===== config.mk =====
export PLATFORM = sky130hd
export DESIGN_NAME = filter_scheduler_flat
export DESIGN_NICKNAME = d
export VERILOG_FILES = /design/src/rtl/filter_pkg.sv /design/src/rtl/filter_scheduler_if.sv /design/src/rtl/pixel_op.sv /design/src/rtl/filter_scheduler.sv /design/src/flat_wrapper.sv
export SDC_FILE = /design/constraint.sdc
export NUM_CORES = 1
export LEC_CHECK = 0
export ABC_AREA = 1
export CAP_MARGIN = 20
export CORE_MARGIN = 3
export CORE_UTILIZATION = 25
export CTS_CLUSTER_SIZE = 25
export DETAILED_ROUTE_END_ITERATION = 8
export GPL_TIMING_DRIVEN = 0
export HOLD_SLACK_MARGIN = 0.1
export PLACE_DENSITY = 0.51
export RECOVER_POWER = 50
export SLEW_MARGIN = 20
export SYNTH_ARGS = -nofsm -noshare
export SYNTH_HDL_FRONTEND = slang
export SYNTH_SLANG_ARGS = --single-unit

===== constraint.sdc =====
create_clock -name clk -period 2.32 [get_ports clk]
set_input_delay 0.58 -clock clk [delete_from_list [all_inputs] [get_ports clk]]
set_output_delay 0.58 -clock clk [all_outputs]
set_load 0.05 [all_outputs]

===== src/rtl/filter_pkg.sv =====
// Shared types and default frame geometry for the frame filter scheduler.
package filter_pkg;

    localparam int unsigned IMG_W_DEFAULT  = 100;
    localparam int unsigned IMG_H_DEFAULT  = 100;
    localparam int unsigned ADDR_W_DEFAULT = 14;
    localparam int unsigned PIX_W          = 8;

    typedef enum logic [1:0] {
        FILT_PASS = 2'b00,
        FILT_INV  = 2'b01,
        FILT_THR  = 2'b10,
        FILT_BRT  = 2'b11
    } filter_sel_t;

    typedef enum logic [1:0] {
        IDLE  = 2'b00,
        READ  = 2'b01,
        WRITE = 2'b10,
        DONE  = 2'b11
    } sched_state_t;

endpackage


===== src/rtl/filter_scheduler_if.sv =====
// Control plus source-read / result-write bus of the filter scheduler.
interface filter_scheduler_if #(
    parameter int unsigned ADDR_W = filter_pkg::ADDR_W_DEFAULT
);
    logic              start;
    logic [1:0]        filterSelector;
    logic              rdReq;
    logic [ADDR_W-1:0] rdAddr;
    logic              rdAck;
    logic [7:0]        rdData;
    logic              wrReq;
    logic [ADDR_W-1:0] wrAddr;
    logic [7:0]        wrData;
    logic              wrAck;
    logic              busy;
    logic              done;

    modport master (
        input  start, filterSelector, rdAck, rdData, wrAck,
        output rdReq, rdAddr, wrReq, wrAddr, wrData, busy, done
    );

    modport slave (
        output start, filterSelector, rdAck, rdData, wrAck,
        input  rdReq, rdAddr, wrReq, wrAddr, wrData, busy, done
    );
endinterface


===== src/rtl/pixel_op.sv =====
// Combinational point operation applied to one source pixel.
module pixel_op
    import filter_pkg::*;
(
    input  logic [PIX_W-1:0] pix,
    input  filter_sel_t      sel,
    output logic [PIX_W-1:0] result_c
);

    logic [PIX_W:0] bright_sum;

    always_comb begin
        bright_sum = {1'b0, pix} + (PIX_W+1)'(32);
        result_c   = pix;
        case (sel)
            FILT_PASS: result_c = pix;
            FILT_INV:  result_c = ~pix;
            FILT_THR:  result_c = pix[PIX_W-1] ? '1 : '0;
            FILT_BRT:  result_c = bright_sum[PIX_W] ? '1 : bright_sum[PIX_W-1:0];
            default:   result_c = pix;
        endcase
    end

endmodule


===== src/rtl/filter_scheduler.sv =====
// Walks a frame pixel by pixel: read source, apply the latched point filter,
// write the result, one outstanding transaction at a time.
module filter_scheduler
    import filter_pkg::*;
#(
    parameter int unsigned IMG_W  = IMG_W_DEFAULT,
    parameter int unsigned IMG_H  = IMG_H_DEFAULT,
    parameter int unsigned ADDR_W = ADDR_W_DEFAULT
) (
    input  logic               clk,
    input  logic               rst,
    filter_scheduler_if.master bus
);

    localparam logic [ADDR_W-1:0] LAST_PIX = ADDR_W'(IMG_W * IMG_H - 1);

    sched_state_t      state, state_n;
    logic [ADDR_W-1:0] counter, counter_n;
    filter_sel_t       filt, filt_n;
    logic              rd_req, rd_req_n;
    logic [ADDR_W-1:0] rd_addr, rd_addr_n;
    logic              wr_req, wr_req_n;
    logic [ADDR_W-1:0] wr_addr, wr_addr_n;
    logic [PIX_W-1:0]  wr_data, wr_data_n;
    logic              busy, busy_n;
    logic              done, done_n;
    logic [PIX_W-1:0]  op_pix_c;

    pixel_op u_pixel_op (
        .pix      (bus.rdData),
        .sel      (filt),
        .result_c (op_pix_c)
    );

    always_ff @(posedge clk) begin
        if (rst) begin
            state   <= IDLE;
            counter <= '0;
            filt    <= FILT_PASS;
            rd_req  <= 1'b0;
            rd_addr <= '0;
            wr_req  <= 1'b0;
            wr_addr <= '0;
            wr_data <= '0;
            busy    <= 1'b0;
            done    <= 1'b0;
        end else begin
            state   <= state_n;
            counter <= counter_n;
            filt    <= filt_n;
            rd_req  <= rd_req_n;
            rd_addr <= rd_addr_n;
            wr_req  <= wr_req_n;
            wr_addr <= wr_addr_n;
            wr_data <= wr_data_n;
            busy    <= busy_n;
            done    <= done_n;
        end
    end

    // Next-state logic also computes next values of every registered output.
    always_comb begin
        state_n   = state;
        counter_n = counter;
        filt_n    = filt;
        rd_req_n  = rd_req;
        rd_addr_n = rd_addr;
        wr_req_n  = wr_req;
        wr_addr_n = wr_addr;
        wr_data_n = wr_data;
        done_n    = 1'b0;

        case (state)
            IDLE: begin
                if (bus.start) begin
                    filt_n    = filter_sel_t'(bus.filterSelector);
                    counter_n = '0;
                    rd_addr_n = '0;
                    rd_req_n  = 1'b1;
                    state_n   = READ;
                end
            end
            READ: begin
                if (bus.rdAck) begin
                    wr_data_n = op_pix_c;
                    wr_addr_n = counter;
                    rd_req_n  = 1'b0;
                    wr_req_n  = 1'b1;
                    state_n   = WRITE;
                end
            end
            WRITE: begin
                if (bus.wrAck) begin
                    wr_req_n = 1'b0;
                    if (counter == LAST_PIX) begin
                        done_n  = 1'b1;
                        state_n = DONE;
                    end else begin
                        counter_n = counter + ADDR_W'(1);
                        rd_addr_n = counter + ADDR_W'(1);
                        rd_req_n  = 1'b1;
                        state_n   = READ;
                    end
                end
            end
            DONE: begin
                state_n = IDLE;
            end
            default: begin
                state_n = IDLE;
            end
        endcase

        busy_n = (state_n != IDLE);
    end

    assign bus.rdReq  = rd_req;
    assign bus.rdAddr = rd_addr;
    assign bus.wrReq  = wr_req;
    assign bus.wrAddr = wr_addr;
    assign bus.wrData = wr_data;
    assign bus.busy   = busy;
    assign bus.done   = done;

endmodule


===== src/flat_wrapper.sv =====
// flat-port wrapper written by rule: the top's interface ports become plain ports
module filter_scheduler_flat import filter_pkg::*;
#(
    parameter int unsigned IMG_W  = IMG_W_DEFAULT,
    parameter int unsigned IMG_H  = IMG_H_DEFAULT,
    parameter int unsigned ADDR_W = ADDR_W_DEFAULT
)
  (clk, rst, bus_start, bus_filterSelector, bus_rdAck, bus_rdData, bus_wrAck, bus_rdReq, bus_rdAddr, bus_wrReq, bus_wrAddr, bus_wrData, bus_busy, bus_done);
  filter_scheduler_if #(.ADDR_W(ADDR_W)) bus_i ();
  input  logic clk;
  input  logic rst;
  input wire logic [$bits(bus_i.start)-1:0] bus_start;
  input wire logic [$bits(bus_i.filterSelector)-1:0] bus_filterSelector;
  input wire logic [$bits(bus_i.rdAck)-1:0] bus_rdAck;
  input wire logic [$bits(bus_i.rdData)-1:0] bus_rdData;
  input wire logic [$bits(bus_i.wrAck)-1:0] bus_wrAck;
  output wire logic [$bits(bus_i.rdReq)-1:0] bus_rdReq;
  output wire logic [$bits(bus_i.rdAddr)-1:0] bus_rdAddr;
  output wire logic [$bits(bus_i.wrReq)-1:0] bus_wrReq;
  output wire logic [$bits(bus_i.wrAddr)-1:0] bus_wrAddr;
  output wire logic [$bits(bus_i.wrData)-1:0] bus_wrData;
  output wire logic [$bits(bus_i.busy)-1:0] bus_busy;
  output wire logic [$bits(bus_i.done)-1:0] bus_done;
  assign bus_i.start = bus_start;
  assign bus_i.filterSelector = bus_filterSelector;
  assign bus_i.rdAck = bus_rdAck;
  assign bus_i.rdData = bus_rdData;
  assign bus_i.wrAck = bus_wrAck;
  assign bus_rdReq = bus_i.rdReq;
  assign bus_rdAddr = bus_i.rdAddr;
  assign bus_wrReq = bus_i.wrReq;
  assign bus_wrAddr = bus_i.wrAddr;
  assign bus_wrData = bus_i.wrData;
  assign bus_busy = bus_i.busy;
  assign bus_done = bus_i.done;
  filter_scheduler #(.IMG_W(IMG_W), .IMG_H(IMG_H), .ADDR_W(ADDR_W)) u_core (.clk(clk), .rst(rst), .bus(bus_i));
endmodule

==> impl_results.md, run 1 <==
- Initial cell density of the core: 0.265
- Finish-stage setup viols: 0
- # rows: 33
- Clock tree from TritonCTS: built
- Clock buffer depth: 2
- Seq cells post-synth: 44
- Commonest cells after routing, fill and taps aside: 78 x nand2_1, 46 x a21oi_1, 46 x clkdlybuf4s50_1, 44 x dfxtp_1, 38 x nor2_1
- Worst slew margin: 0.614
- Syn avg cell area: 7.00 µm²
- RePlAce Congestion: 0.791
- Boundary pin count: 55
- # Post-CTS Setup Buffers: 0
- Hold buffer count at CTS: 0
- Vias: 2,202
- DP Worst Slack: 0.0159 ns
- Die area: 0.0102 mm²
- Clock Latency Late Sink: 0.30 ns
- RSZ-0062 raised after global routing: no
- Post-synthesis sequential area ratio: 0.392
- DR WL/cell: 13.2 µm
- Setup TNS: 0 ns
- Setup ws final: 0.0689 ns
- H-tree level count: 2
- Post-cts repair resize count: 0
- Logic pwr share: 0.201
- Ant diodes: 0
- Sequential Power Share: 0.466
- GR met3 Demand/Resource: 0.0291
- Met2 Track Usage GR: 0.219
- Outcome: complete, no violations
- Share of cells above drive strength 1: 0.0888
- Cell variety after synth: 29
- CTS Sinks: 44
- Total Wirelength: 6450 µm
- HPWL Detailed: 4860 µm
- Fill count: 912
- Setup crit end kind: output port
- Switching pwr: 522 µW
- Setup slack, reg-to-reg: 0.53 ns
- Core Util, Final: 0.352
- Worst setup path category: reg2out
- Slew @ Worst Pin: 0.578 ns
- Clock Power Share: 0.333
- Max incr delay on CP: 0.88 ns
- Remaining Overflow, GRT: 0
- FMAX: 0.444 GHz
- Drt first pass iters: 5
- Post-Syn Instances: 321
- Overall Global Routing Usage: 0.131
- First-pass GRT wire length: 10,600 µm
- CTS root buf: clkbuf_8
- Port Buffers: 54
- Synth Cell Area: 0.00225 mm²
- Slew Viols, Final: 0
- Initial DRC count: 76
- Layout overhead on the synthesized area: 32.7%
- CP bufs+invs: 1
- DRT antenna net count: 0
- Post-Route Skew: 0.00503 ns
- GR peak layer: met2
- Core Area: 0.00846 mm²
- Overall die height: 101 µm
- Leak pwr: 0.00116 µW
- Initial antenna violation count: 0
- Via density: 4.51
- Clock-pin slew on the worst setup and hold paths: 0.08 ns
- Largest net degree at the start of global routing: 14
- Final min period: 2.25 ns
- Residual DRC: 0
- Vias in the first global route: 2,114
- Worst path arrival time: 1.67 ns
- Max-cap viol count: 0
- Synth Net Count: 338
- Chip Width: 101 µm
- Crit path launch type: register
- Pwr Density: 585 mW/mm²
- Fin. Hold Viols: 0
- YS warnings: 0
- Commonest non-fill, non-tap cell in the layout: nand2_1
- Internal: 1220 µW
- Critical path, cell by cell: clkdlybuf4s50_1
- Top delay family on crit path: buffers and inverters
- Nets: 399
- WP data required: 1.74 ns
- Final Power: 1740 µW
- Maximum vdd drop: 0.370 mV
- Final period utilization: 0.970
- Tightest Hold Check Type: reg2reg
- Switching share of power: 0.299
- GR Util met1: 0.175
- CP max-delay cell: clkdlybuf4s50_1
- Cts bufs inserted: 5
- Max Fanout on Critical Path: 7
==> state kept, by name, summed over array words and instances, names as in the netlist <==
register and count:
u_core.bus.wrReq 1, u_core.bus.wrAddr 14, u_core.bus.busy 1, u_core.filt 2, u_core.bus.rdAddr 14, u_core.bus.wrData 8
u_core.state 2, u_core.bus.done 1, u_core.bus.rdReq 1
==> routing by layer <==
metal	up-vias	wire length (µm)
met5	-	0
met4	0	44
met3	6	364
met2	51	3030
met1	991	3000
li1	1154	-
==> path summary, 6_finish.rpt <==
path,start,to,cells after the start
setup / recovery,u_core.bus.rdAddr[4],bus_rdAddr[4],1
hold / removal,u_core.bus.wrData[1],u_core.bus.wrData[1],2
setup reg to reg,u_core.state[0],u_core.bus.wrAddr[3],4
hold reg to reg,u_core.bus.wrData[1],u_core.bus.wrData[1],2
==> worst reg2reg max path, cell delays in order (launching register included) <==
cell      delay [ns]
dfxtp_1         0.48
nand3_1         0.37
inv_1           0.19
clkbuf_1        0.47
a21oi_1         0.14
==> cell type report <==
cell class	instances	area (µm²)	area share
multi-input cells	231	1130	0.380
flip-flops and latches	44	881	0.296
repair buffers	54	541	0.181
inverters	37	140	0.0470
well taps	105	131	0.0441
clock buffers	6	72.6	0.0243
plain buffers	9	47.5	0.0160
clock inverters	2	35.0	0.0118
==> power by group through the flow <==
stage / clock (µW) / sequential [µW] / combinational [µW]
floorplan: 0 / 925 / 141
global placement: 0 / 832 / 362
detailed placement: 0 / 832 / 365
CTS: 602 / 814 / 366
global route: 630 / 819 / 379
finish: 581 / 813 / 350
==> cell families (layout without fill, tap and decap cells) <==
family / count (synthesis) / in the layout / synth area share
XOR/XNOR: 3 / 3 / 0.0117
buffers and inverters: 46 / 108 / 0.0880
adder cells (fa/ha/maj): 2 / 2 / 0.0111
flip-flops: 44 / 44 / 0.392
AND/OR/NAND/NOR: 147 / 147 / 0.316
AO/OA/AOI/OAI: 79 / 79 / 0.181
==> through the flow <==
stage / instance area (µm²) / std cells / hold WS (ns)
after floorplan: 2250 / 321 / 0.511
after global placement: 2920 / 480 / 0.455
after detailed placement: 2920 / 480 / 0.458
after CTS: 3030 / 488 / 0.471
after global routing: 2980 / 488 / 0.488
final: 2980 / 488 / 0.469
==> synthesized netlist by cell type <==
| library cell | instances | area [µm²] |
|---|---|---|
| nor2_2 | 2 | 12.5 |
| nor2_4 | 3 | 33.8 |
| dfxtp_1 | 44 | 881 |
| a21oi_2 | 3 | 26.3 |
| nand4_1 | 3 | 18.8 |
| nor3_2 | 1 | 10.0 |
| clkinv_2 | 1 | 5.00 |
| buf_2 | 1 | 5.00 |
| nor2_1 | 38 | 143 |
| o21ai_1 | 15 | 75.1 |
| clkbuf_1 | 4 | 15.0 |
| o21ai_0 | 15 | 75.1 |
| xor2_1 | 2 | 17.5 |
| nand3_4 | 2 | 35.0 |
| a21oi_1 | 46 | 230 |
| nand3_2 | 5 | 50.1 |
| nor2_8 | 1 | 20.0 |
| inv_1 | 31 | 116 |
| inv_2 | 5 | 18.8 |
| xnor2_1 | 1 | 8.76 |
| nand3_1 | 6 | 30.0 |
| nand2_1 | 77 | 289 |
| buf_4 | 2 | 15.0 |
| nand2_2 | 2 | 12.5 |
| nor3_1 | 3 | 15.0 |
| ha_1 | 2 | 25.0 |
| or2_2 | 1 | 6.26 |
| nand2_4 | 3 | 33.8 |
| buf_6 | 2 | 22.5 |
Note: power is estimated with default switching activity, not from simulation.
==> inputs of run 2 (changes only) <==
Settings changed: GPL_TIMING_DRIVEN 0 to 1.
==> impl_results.md, run 2 (same netlist as run 1, synthesis figures left out) <==
- Post-cts repair resize count: 0 (unchanged)
- Tightest Hold Check Type: reg2reg
- Number of cells on the worst hold path: 2 (unchanged)
- Worst slew margin: 0.544 (-0.0700)
- Final Power: 1670 µW (-4.4%)
- Fin. Hold Viols: 0 (unchanged)
- Critical path, cell by cell: clkdlybuf4s50_1
- Initial antenna violation count: 0 (unchanged)
- Max incr delay on CP: 0.85 ns (-0.03 ns)
- FF-to-FF path depth: 10 (+6)
- Remaining Overflow, GRT: 0 (unchanged)
- Residual DRC: 0 (unchanged)
- Finish-stage setup viols: 0 (unchanged)
- Clock buffer depth: 2 (unchanged)
- Internal: 1140 µW (-6.4%)
- Worst setup path category: reg2out
- Leak pwr: 0.00113 µW (-2.5%)
- Commonest non-fill, non-tap cell in the layout: nand2_1
- DRT antenna net count: 0 (unchanged)
- Clock Latency Late Sink: 0.30 ns (about the same)
- Final period utilization: 0.943 (-0.0269)
- Logic pwr share: 0.204 (+0.003)
- WL met3: 311 µm (-15%)
- Via density: 4.45 (-1.3%)
- Slew Viols, Final: 0 (unchanged)
- Max Used Layer: met4
- Switching pwr: 524 µW (+0.37%)
- Commonest cells after routing, fill and taps aside: 78 x nand2_1, 52 x clkdlybuf4s50_1, 46 x a21oi_1, 44 x dfxtp_1, 39 x nor2_1
- Port Buffers: 54 (unchanged)
- Wire length on met2: 2850 µm (-6.1%)
- Clock tree from TritonCTS: built
- Largest net degree at the start of global routing: 31 (+17)
- Crit path launch type: register
- Boundary pin count: 55 (unchanged)
- Initial cell density of the core: 0.265 (unchanged)
- Routed length on met1: 2910 µm (-3.3%)
- Overall die height: 101 µm (unchanged)
- Outcome: complete, no violations
- Vias in the first global route: 2,013 (-4.8%)
- CP max-delay cell: clkdlybuf4s50_1
- Switching share of power: 0.314 (+0.0148)
- Core Area: 0.00846 mm² (unchanged)
- Layout overhead on the synthesized area: 31.0%
- Ant diodes: 0 (unchanged)
- HPWL Detailed: 4440 µm (-8.5%)
- Drt first pass iters: 4 (-1)
- RSZ-0062 raised after global routing: no
- Overall Global Routing Usage: 0.123 (-0.00839)
- Max-cap viol count: 0 (unchanged)
- CP bufs+invs: 1 (unchanged)
- Top delay family on crit path: buffers and inverters
- Fill count: 899 (-1.4%)
- Post-Route Skew: 0.00630 ns (+0.00128 ns)
- CTS root buf: clkbuf_8
- Final Cell Area: 0.00294 mm² (-1.3%)
- FMAX: 0.457 GHz (+2.9%)
- DR WL/cell: 12.6 µm (-4.3%)
- Die area: 0.0102 mm² (unchanged)
- First-pass GRT wire length: 9930 µm (-6.3%)
- Sequential Power Share: 0.487 (+0.021)
- Max Fanout on Critical Path: 5 (-2)
- CTS Sinks: 44 (unchanged)
- Hold buffer count at CTS: 0 (unchanged)
- Setup TNS: 0 ns (unchanged)
- Setup ws final: 0.131 ns (+0.0625 ns)
- Vias: 2,160 (-1.9%)
- Clock-pin slew on the worst setup and hold paths: 0.09 ns (about the same)
- WP data required: 1.74 ns (about the same)
- Hold slack: 0.465 ns (-0.00422 ns)
- Pwr Density: 567 mW/mm² (-3.2%)
- Final min period: 2.19 ns (-0.0625 ns)
- CP Depth: 1 (unchanged)
- Worst path arrival time: 1.61 ns (-0.06 ns)
- Dpl cell area: 0.00292 mm² (unchanged)
- # Post-CTS Setup Buffers: 0 (unchanged)
- Initial DRC count: 33 (-57%)
- Total Wirelength: 6130 µm (-4.9%)
- Clock Power Share: 0.309 (-0.024)
- Share of cells above drive strength 1: 0.0842 (-0.00456)
- Nets: 396 (-0.75%)
- Chip Width: 101 µm (unchanged)
- Slew @ Worst Pin: 0.683 ns (+0.105 ns)
- DP Worst Slack: 0.270 ns (+0.254 ns)
- Setup crit end kind: output port
- RePlAce Congestion: 0.821 (+3.7%)
- # rows: 33 (unchanged)
- Cts bufs inserted: 5 (unchanged)
- H-tree level count: 2 (unchanged)
- Maximum vdd drop: 0.228 mV (-38%)
[run 2: cell count changes in the layout (fill, tap and decap cells not counted), sizes merged]
cell | previous run | this run
buf | 2 | 4
bufinv | 1 | 0
clkbuf | 13 | 9
clkdlybuf4s50 | 46 | 52
clkinvlp | 0 | 1
dlygate4sd3 | 8 | 2
inv | 36 | 35
[run 2: area by class of cell]
cell class	count	area, µm²	area share
clock inverter	1	7.51	0.00255
timing repair buffer	60	579	0.197
clock buffer	7	86.3	0.0293
sequential	44	881	0.299
multi-input combinational	231	1120	0.380
inverter	37	140	0.0476
tap	105	131	0.0446
[run 2: through the flow]
stage          cells   util
2_1_floorplan    321      -
3_3_place_gp     477  0.345
3_5_place_dp     477  0.345
4_1_cts          485  0.356
5_1_grt          485  0.348
6_report         485  0.348
[run 2: per-layer routing]
metal,track usage,vias to the layer above
met5,0,-
met4,0.0342,0
met3,0.0339,8
met2,0.199,51
met1,0.160,954
li1,-,1147
[run 2: worst paths after layout]
check / start / end / slack, ns
min reg2reg: u_core.bus.wrData[0] / u_core.bus.wrData[0] / 0.47
min: u_core.bus.wrData[0] / u_core.bus.wrData[0] / 0.47
max: u_core.bus.rdAddr[3] / bus_rdAddr[3] / 0.13
max reg2reg: u_core.bus.rdAddr[1] / u_core.bus.rdAddr[0] / 0.27
[run 2: power groups by stage]
| stage | Sequential (µW) | Combinational, µW | Clock (µW) |
|---|---|---|---|
| 5_1_grt | 817 | 371 | 570 |
| 2_1_floorplan | 925 | 141 | 0 |
| 3_3_place_gp | 831 | 354 | 0 |
| 3_5_place_dp | 832 | 354 | 0 |
| 6_report | 813 | 340 | 514 |
| 4_1_cts | 815 | 355 | 539 |
==> inputs of run 3 (changes only) <==
Settings changed: ABC_AREA 1 to unset, PLACE_DENSITY 0.51 to 0.52.
==> impl_results.md, run 3 <==
- Max-cap viol count: 0 (unchanged)
- Drt first pass iters: 4 (unchanged)
- Final period utilization: 0.944 (about the same)
- Finish-stage setup viols: 0 (unchanged)
- Post-Syn Instances: 257 (-20%)
- DRT antenna net count: 0 (unchanged)
- FMAX: 0.457 GHz (about the same)
- Port Buffers: 54 (unchanged)
- Share of cells above drive strength 1: 0.0844 (+0.000164)
- Max Fanout on Critical Path: 7 (+2)
- Switching share of power: 0.276 (-0.0385)
- Initial cell density of the core: 0.262 (-0.00328)
- Switching pwr: 412 µW (-21%)
- Commonest register cell after synthesis: dfxtp_1
- Leak pwr: 0.000972 µW (-14%)
- Post-synth EDFFs: 0 (unchanged)
- Worst path arrival time: 2.42 ns (+0.81 ns)
- Core Area: 0.00789 mm² (-6.8%)
- Largest net degree at the start of global routing: 37 (+19%)
- Commonest non-fill, non-tap cell in the layout: nand2_1
- Maximum vdd drop: 0.238 mV (+4.6%)
- Nets: 337 (-15%)
- Top cells by instance count after synthesis: 48 x nand2_1, 44 x dfxtp_1, 30 x a21oi_1, 15 x nand2b_1, 13 x nor2_1
- Via density: 4.75 (+6.7%)
- FFs w/ async S/R, synth: 0 (unchanged)
- Post-Route Skew: 0.00426 ns (-0.00205 ns)
- Clock buffer depth: 2 (unchanged)
- Chip Width: 96.9 µm (-3.8%)
- Cts bufs inserted: 5 (unchanged)
- Synth Cell Area: 0.00207 mm² (-8.0%)
- Overall Global Routing Usage: 0.120 (-0.00290)
- Crit path launch type: input pin
- HPWL Detailed: 4030 µm (-9.3%)
- Layout overhead on the synthesized area: 39.3%
- Synth Net Count: 274 (-19%)
- Worst setup path category: in2reg
- # Post-CTS Setup Buffers: 0 (unchanged)
- # rows: 32 (-3.0%)
- Logic pwr share: 0.164 (-0.040)
- Seq cells post-synth: 44 (unchanged)
- YS warnings: 0 (unchanged)
- Overall die height: 96.9 µm (-3.8%)
- RePlAce Congestion: 0.758 (-7.6%)
- Fin. Hold Viols: 0 (unchanged)
- Clock Power Share: 0.304 (-0.005)
- DR WL/cell: 13.0 µm (+3.0%)
- Most used standard cell by instance count after synthesis: nand2_1
- Hold buffer count at CTS: 0 (unchanged)
- RSZ-0062 raised after global routing: no
- Setup TNS: 0 ns (unchanged)
- Worst slew margin: 0.493 (-0.0511)
- Fill count: 833 (-7.3%)
- Vias in the first global route: 1,956 (-2.8%)
- Syn avg cell area: 8.04 µm² (+15%)
- Final min period: 2.19 ns (+0.00143 ns)
- Setup crit end kind: register
- Clock Latency Late Sink: 0.29 ns (about the same)
- Vias: 2,005 (-7.2%)
- Residual DRC: 0 (unchanged)
- Total Wirelength: 5500 µm (-10%)
- CTS Sinks: 44 (unchanged)
- Tightest Hold Check Type: reg2reg
- Boundary pin count: 55 (unchanged)
- Sequential Power Share: 0.532 (+0.045)
- Initial antenna violation count: 0 (unchanged)
- Clock-pin slew on the worst setup and hold paths: 0.08 ns (about the same)
- Commonest cells after routing, fill and taps aside: 48 x nand2_1, 45 x clkdlybuf4s50_1, 44 x dfxtp_1, 30 x a21oi_1, 15 x nand2b_1
- Slew @ Worst Pin: 0.760 ns (+0.0766 ns)
- Remaining Overflow, GRT: 0 (unchanged)
- Clock tree from TritonCTS: built
- Ant diodes: 0 (unchanged)
- WP data required: 2.55 ns (+0.81 ns)
- Initial DRC count: 67 (+100%)
- Die area: 0.00940 mm² (-7.5%)
- Cell variety after synth: 38 (+31%)
- Final Power: 1490 µW (-11%)
- Yosys top cell area share: 0.426 (+0.0339)
- Area leader, netlist: dfxtp_1
- Post-Layout Cell Count: 422 (-13%)
- Dpl cells: 415 (-13%)
- Outcome: complete, no violations
- H-tree level count: 2 (unchanged)
- First-pass GRT wire length: 9230 µm (-7.0%)
- Pwr Density: 518 mW/mm² (-8.6%)
- Post-synthesis sequential area ratio: 0.426 (+0.0339)
- Internal: 1080 µW (-5.5%)
- Post-cts repair resize count: 0 (unchanged)
- Slew Viols, Final: 0 (unchanged)
- Area contributors post-synth: dfxtp_1 43%, nand2_1 8.7%, a21oi_1 7.3%, nand2b_1 4.5%, a211oi_1 4.0%
- CTS root buf: clkbuf_8
-- run 3: cell types whose count changed in the layout (fill, tap and decap cells not counted), sizes merged, moves of 10 or more --
cell / previous run / this run
a21oi: 49 / 30
nand2b: 0 / 15
o21ai: 30 / 3
inv: 35 / 8
nand2: 82 / 48
buf: 4 / 14
nor2: 44 / 13
a211oi: 0 / 11
-- run 3: final timing paths --
path,from,end,slack [ns],depth (start not counted)
max,bus_wrAck,u_core.bus.rdAddr[9],0.13,5
min,u_core.bus.wrAddr[9],u_core.bus.wrAddr[9],0.45,2
max reg2reg,u_core.bus.rdAddr[4],u_core.bus.rdAddr[0],0.37,4
min reg2reg,u_core.bus.wrAddr[9],u_core.bus.wrAddr[9],0.45,2
-- run 3: worst max-delay path, cell delays in order --
cell	delay, ns
clkdlybuf4s50_1	0.51
mux2i_1	0.11
or4b_4	0.57
or4_1	0.51
a21oi_1	0.14
-- run 3: final cells by class --
type,instances,area (µm²),share of cell area
Multi-Input combinational cell,190,1100,0.381
Inverter,8,30.0,0.0104
Clock inverter,1,5.00,0.00174
Sequential cell,44,881,0.306
Clock buffer,6,72.6,0.0252
Tap cell,102,128,0.0443
Timing Repair Buffer,71,666,0.231
-- run 3: through the flow --
| step | worst slack [ns] | instance area (µm²) | util | hold slack (ns) |
|---|---|---|---|---|
| final | 0.130 | 2880 | 0.365 | 0.453 |
| after global routing | 0.0273 | 2880 | 0.365 | 0.482 |
| after CTS | 0.0558 | 2900 | 0.367 | 0.458 |
| after detailed placement | -0.245 | 2820 | 0.357 | 0.447 |
| after global placement | -0.262 | 2820 | 0.357 | 0.444 |
| after floorplan | 0.137 | 2070 | - | 0.600 |
-- run 3: metal layers --
metal / track usage / routed length, µm / part of all wire
met1: 0.147 / 2620 / 0.48
met4: 0.0324 / 43 / 0.0078
met3: 0.0353 / 308 / 0.056
met2: 0.204 / 2530 / 0.46
met5: 0 / 0 / 0
-- run 3: kinds of logic (layout without fill, tap and decap cells) --
family	after synthesis	in the layout	share of synthesized area
flip-flops	44	44	0.426
XOR/XNOR	2	2	0.00848
multiplexers	6	6	0.0291
adder cells (fa/ha/maj)	2	2	0.0121
AO/OA/AOI/OAI	65	65	0.194
buffers and inverters	23	86	0.0442
AND/OR/NAND/NOR	115	115	0.286
-- run 3: power by group through the flow --
stage / Sequential [µW] / Clock, µW / Combinational, µW
6_report: 794 / 453 / 245
5_1_grt: 798 / 498 / 269
4_1_cts: 794 / 477 / 253
3_5_place_dp: 812 / 0 / 251
3_3_place_gp: 813 / 0 / 248
2_1_floorplan: 850 / 0 / 111
